## src/rtl/booth_digit_encoder.sv

```systemverilog
// Radix-4 Booth recoder: streams the signed digits of a latched multiplier operand.
// Define BOOTH_ZERO_SKIP_EN to suppress value-zero digits (true positions kept on dig_idx).
module booth_digit_encoder #(
  parameter int WIDTH = 8
) (
  input  logic                          clk,
  input  logic                          rst,
  input  logic                          in_valid,
  output logic                          in_ready,
  input  logic [WIDTH-1:0]              in_x,
  output logic                          dig_valid,
  input  logic                          dig_ready,
  output logic [2:0]                    dig_sdn,
  output logic [$clog2(WIDTH/2)-1:0]    dig_idx,
  output logic                          dig_last
);

  localparam int N  = WIDTH / 2;
  localparam int IW = $clog2(N);

  typedef enum logic {
    IDLE,
    EMIT
  } state_t;

  state_t          state_reg, state_next;
  // Operand stored with the implicit x[-1] = 0 appended as bit 0.
  logic [WIDTH:0]  x_reg, x_next;
  logic [IW-1:0]   idx_reg, idx_next;

  logic [2:0]      cur_sdn;
  logic            cur_last;
  logic [IW-1:0]   next_idx;
  logic [IW-1:0]   first_idx;

  function automatic logic [2:0] encode(input logic [2:0] t);
    logic [2:0] s;
    case (t)
      3'b001, 3'b010: s = 3'b010;
      3'b011:         s = 3'b100;
      3'b100:         s = 3'b101;
      3'b101, 3'b110: s = 3'b011;
      default:        s = 3'b000;
    endcase
    return s;
  endfunction

  assign cur_sdn = encode(x_reg[{idx_reg, 1'b0} +: 3]);

`ifdef BOOTH_ZERO_SKIP_EN
  logic [WIDTH:0] in_ext;
  logic [N-1:0]   nz_cur;
  logic [N-1:0]   nz_in;

  assign in_ext = {in_x, 1'b0};

  // A digit is zero exactly when its three triplet bits are equal.
  generate
    for (genvar gi = 0; gi < N; gi++) begin : g_nz
      assign nz_cur[gi] = !((x_reg[2*gi+2] == x_reg[2*gi+1]) && (x_reg[2*gi+1] == x_reg[2*gi]));
      assign nz_in[gi]  = !((in_ext[2*gi+2] == in_ext[2*gi+1]) && (in_ext[2*gi+1] == in_ext[2*gi]));
    end
  endgenerate

  // Lowest nonzero digit above the current one; none left means this is the last.
  always_comb begin
    cur_last  = 1'b1;
    next_idx  = idx_reg;
    first_idx = '0;
    for (int j = N - 1; j >= 0; j--) begin
      if ((j > int'(idx_reg)) && nz_cur[j]) begin
        cur_last = 1'b0;
        next_idx = IW'(j);
      end
      if (nz_in[j]) begin
        first_idx = IW'(j);
      end
    end
  end
`else
  always_comb begin
    cur_last  = (idx_reg == IW'(N - 1));
    next_idx  = idx_reg + IW'(1);
    first_idx = '0;
  end
`endif

  always_comb begin
    state_next = state_reg;
    x_next     = x_reg;
    idx_next   = idx_reg;
    case (state_reg)
      IDLE: begin
        if (in_valid) begin
          x_next     = {in_x, 1'b0};
          idx_next   = first_idx;
          state_next = EMIT;
        end
      end
      EMIT: begin
        if (dig_ready) begin
          if (cur_last) begin
            state_next = IDLE;
          end else begin
            idx_next = next_idx;
          end
        end
      end
      default: state_next = IDLE;
    endcase
  end

  always_ff @(posedge clk) begin
    if (rst) begin
      state_reg <= IDLE;
      x_reg     <= '0;
      idx_reg   <= '0;
    end else begin
      state_reg <= state_next;
      x_reg     <= x_next;
      idx_reg   <= idx_next;
    end
  end

  assign in_ready  = (state_reg == IDLE);
  assign dig_valid = (state_reg == EMIT);
  assign dig_sdn   = dig_valid ? cur_sdn  : 3'b000;
  assign dig_idx   = dig_valid ? idx_reg  : '0;
  assign dig_last  = dig_valid ? cur_last : 1'b0;

endmodule

```

## config.mk

```make
export PLATFORM = sky130hd
export DESIGN_NAME = booth_digit_encoder
export DESIGN_NICKNAME = d
export VERILOG_FILES = /design/src/rtl/booth_digit_encoder.sv
export SDC_FILE = /design/constraint.sdc
export NUM_CORES = 1
export LEC_CHECK = 0
export BUFFER_PORTS_ARGS = -buffer_cell sky130_fd_sc_hd__clkbuf_2
export CAP_MARGIN = 20
export CORE_MARGIN = 2
export CORE_UTILIZATION = 30
export DETAILED_ROUTE_END_ITERATION = 8
export SETUP_SLACK_MARGIN = 0.1
export SLEW_MARGIN = 40
export SYNTH_ARGS = -nofsm -noshare
export SYNTH_HDL_FRONTEND = slang
export SYNTH_SLANG_ARGS = --single-unit
```

## constraint.sdc

```tcl
create_clock -name clk -period 1.8 [get_ports clk]
set_input_delay 0.36 -clock clk [delete_from_list [all_inputs] [get_ports clk]]
set_output_delay 0.36 -clock clk [all_outputs]
set_load 0.02 [all_outputs]
```

==> reports/metrics.yaml <==
setup_path:
  worstPathRequired_ps: 1440
  end_kind: "output port"
  critical_path.slowest_cell: "mux4_2"
  crit_path_max_fanout: 2
  path_cells: "mux4_2, or3_4, and3_4, buf_8"
  r2r_setup_slack_ps: 520
  path_class: "flop to output port"
  cp-start-kind: "flop"
  worstPathArrival_ps: 1810
  slowest_delay_ps: 500
floorplan:
  core_area_mm2: 0.00175
  die_w_um: 47.3
  die_area_mm2: 0.00224
  ios: 20
  start_util: 0.323
  rows: 15
  die_y_um: 47.3
power_and_ir_drop:
  internal_power_uw: 400
  p_sw_frac: 0.263
  ir_drop_mv: 0.347
  p_per_area_mw_per_mm2: 652
  seq_power_share: 0.494
  combPwrFrac: 0.194
  power.leakage_uw: 0.000377
  p_sw_uw: 143
  power.share.clock: 0.312
sta:
  setup_viol: 3
  finalSetupTns_ps: -885
  skew_ps: 0.408
  period_share: 1.20
  clock.fmax_ghz: 0.461
  fin_hold_ws_ps: 282
  period_needed_ps: 2170
  final-max-slew-violation-count: 0
  worst_pin_slew_ps: 326
  relSlewSlack: 0.783
  rsz0062_at_grt: "true"
  hold_violations: 0
  fin_ws_ps: -368
placed_design:
  dp_hpwl_um: 889
  place.gp.congestion: 0.698
  placement.io_buffers: 19
synth:
  synth_compound_area_frac: 0.0711
  yosysTopAreaCellShare: 0.391
  ys_seq_elements: 11
  synth.top_cells.by_count: "nor2_1, dfxtp_1, mux2i_1"
  syn_inst: 61
  synthMuxAreaShare: 0.236
  yosysTopAreaCell: "dfxtp_1"
  synth_top_family_by_area: "multiplexers"
  yosys_most_used_dff: "dfxtp_1"
  yosysMostFrequentCell: "nor2_1"
  yosys.area_share.simple: 0.224
  synthXorXnorAreaFrac: 0
  ys_types: 24
  syn_avg_cell_area_um2: 9.23
  synth_adder_area_share: 0.0222
  yosysSeqAreaShare: 0.391
  async_flop_share: 0
  syn-num-nets: 74
  synthesis.area_um2: 563
  synth_warnings: 0
  synthTopCellsByArea: "dfxtp_1, mux2i_1, nor2_1"
  synth-edff-count: 0
clock_network:
  clockBufferDepth: 2
  root_buffer: "clkbuf_4"
  cts_hold_buf: 0
  clock_latency_ps: 270
  clock-sinks: 11
  tritoncts: "yes"
  htreeDepth: 1
  cts_buffers: 3
  clk_pin_slew_ps: 70
layout:
  multi_input_comb_area_um2: 360
  largest_reg_flops: 8
  final_layout_size_suffix_gt1_frac: 0.489
  antenna_cells: 0
  regArea_um2: 223
  fin_nets: 102
  fill_cells: 179
  syn_to_final_growth_pct: 48.0
route:
  viasPerCell: 4.49
  route.detailed.drc: 0
  drtPass1Iterations: 3
  initialDrtViolationCount: 4
  wl_per_cell_um: 9.95
  ant_nets: 0
  wl_um: 1120
  routed-via-count: 507
run_status:
  status: "finished, violations left"
  violations: "negative setup slack"
grt:
  grt_overflow_total: 0
  grt_usage: 0.129
  first_global_vias: 488
  grt_pass1_wl_um: 1940
  antenna_found_initial: 0
  grt_max_degree: 12
min_path:
  hold_path.class: "primary input to flop"
flow_run:
  maxCapViolCount: 0
## through the flow
| step | std cells | total power, uW | utilization | setup WS [ps] | instance area, um^2 |
|---|---|---|---|---|---|
| final | 113 | 543 | 0.477 | -368 | 833 |
| after detailed placement | 108 | 371 | 0.432 | -98.6 | 754 |
| after floorplan | 61 | 338 | - | -81.6 | 596 |
| after global routing | 113 | 571 | 0.477 | -407 | 833 |
| after CTS | 112 | 541 | 0.457 | -382 | 798 |
| after global placement | 108 | 369 | 0.432 | -85.5 | 754 |
## power by group through the flow
stage | Sequential (uW) | Combinational, uW | Clock, uW
after global placement | 273 | 95.3 | 0
after global routing | 271 | 116 | 184
final | 269 | 105 | 169
after detailed placement | 273 | 97.1 | 0
after floorplan | 270 | 67.6 | 0
after CTS | 268 | 100 | 173
## final cells by class
cell class	count	share of cell area
Multi-Input combinational cell	44	0.432
Sequential cell	11	0.267
Tap cell	25	0.0375
Clock buffer	4	0.0315
Inverter	1	0.00450
Timing Repair Buffer	28	0.227
## layer usage
| layer | global-route usage | share of wire |
|---|---|---|
| met5 | 0 | 0 |
| met4 | 0.100 | 0.036 |
| met3 | 0.0385 | 0.049 |
| met2 | 0.208 | 0.46 |
| met1 | 0.140 | 0.45 |
## cell families after synthesis
logic type / count (synthesis)
simple gates: 25
mux: 12
flops: 11
compound gates: 6
buf+inv: 6
fa+ha+maj: 1
## cell usage in the layout, fill, tap and decap left out, types with 2 or more instances in the layout
master,instances
clkbuf_2,16
nor2_1,12
mux2i_1,10
dfxtp_1,9
buf_4,9
clkbuf_4,3
and2_1,2
nor2b_1,2
dfxtp_2,2
buf_8,2
## worst paths after layout
path / cells after the start / endpoint / from
min: 2 / dig_valid / dig_ready
max: 4 / dig_sdn[1] / idx_reg[0]
max reg2reg: 6 / idx_reg[0] / idx_reg[0]
min reg2reg: 2 / x_reg[8] / x_reg[8]
## worst max-delay path: cells and delay by family (launching register included)
family / cells / cell delay [ps]
simple gates: 2 / 590
buf+inv: 1 / 120
mux: 1 / 500
flops: 1 / 340
## timing repair
item,in CTS,in global routing
setup buffers,0,1
gates resized for setup,4,10
hold endpoints to repair,0,0
endpoints found under the setup margin,3,4
No activity file was read; power rests on OpenSTA's default activity.
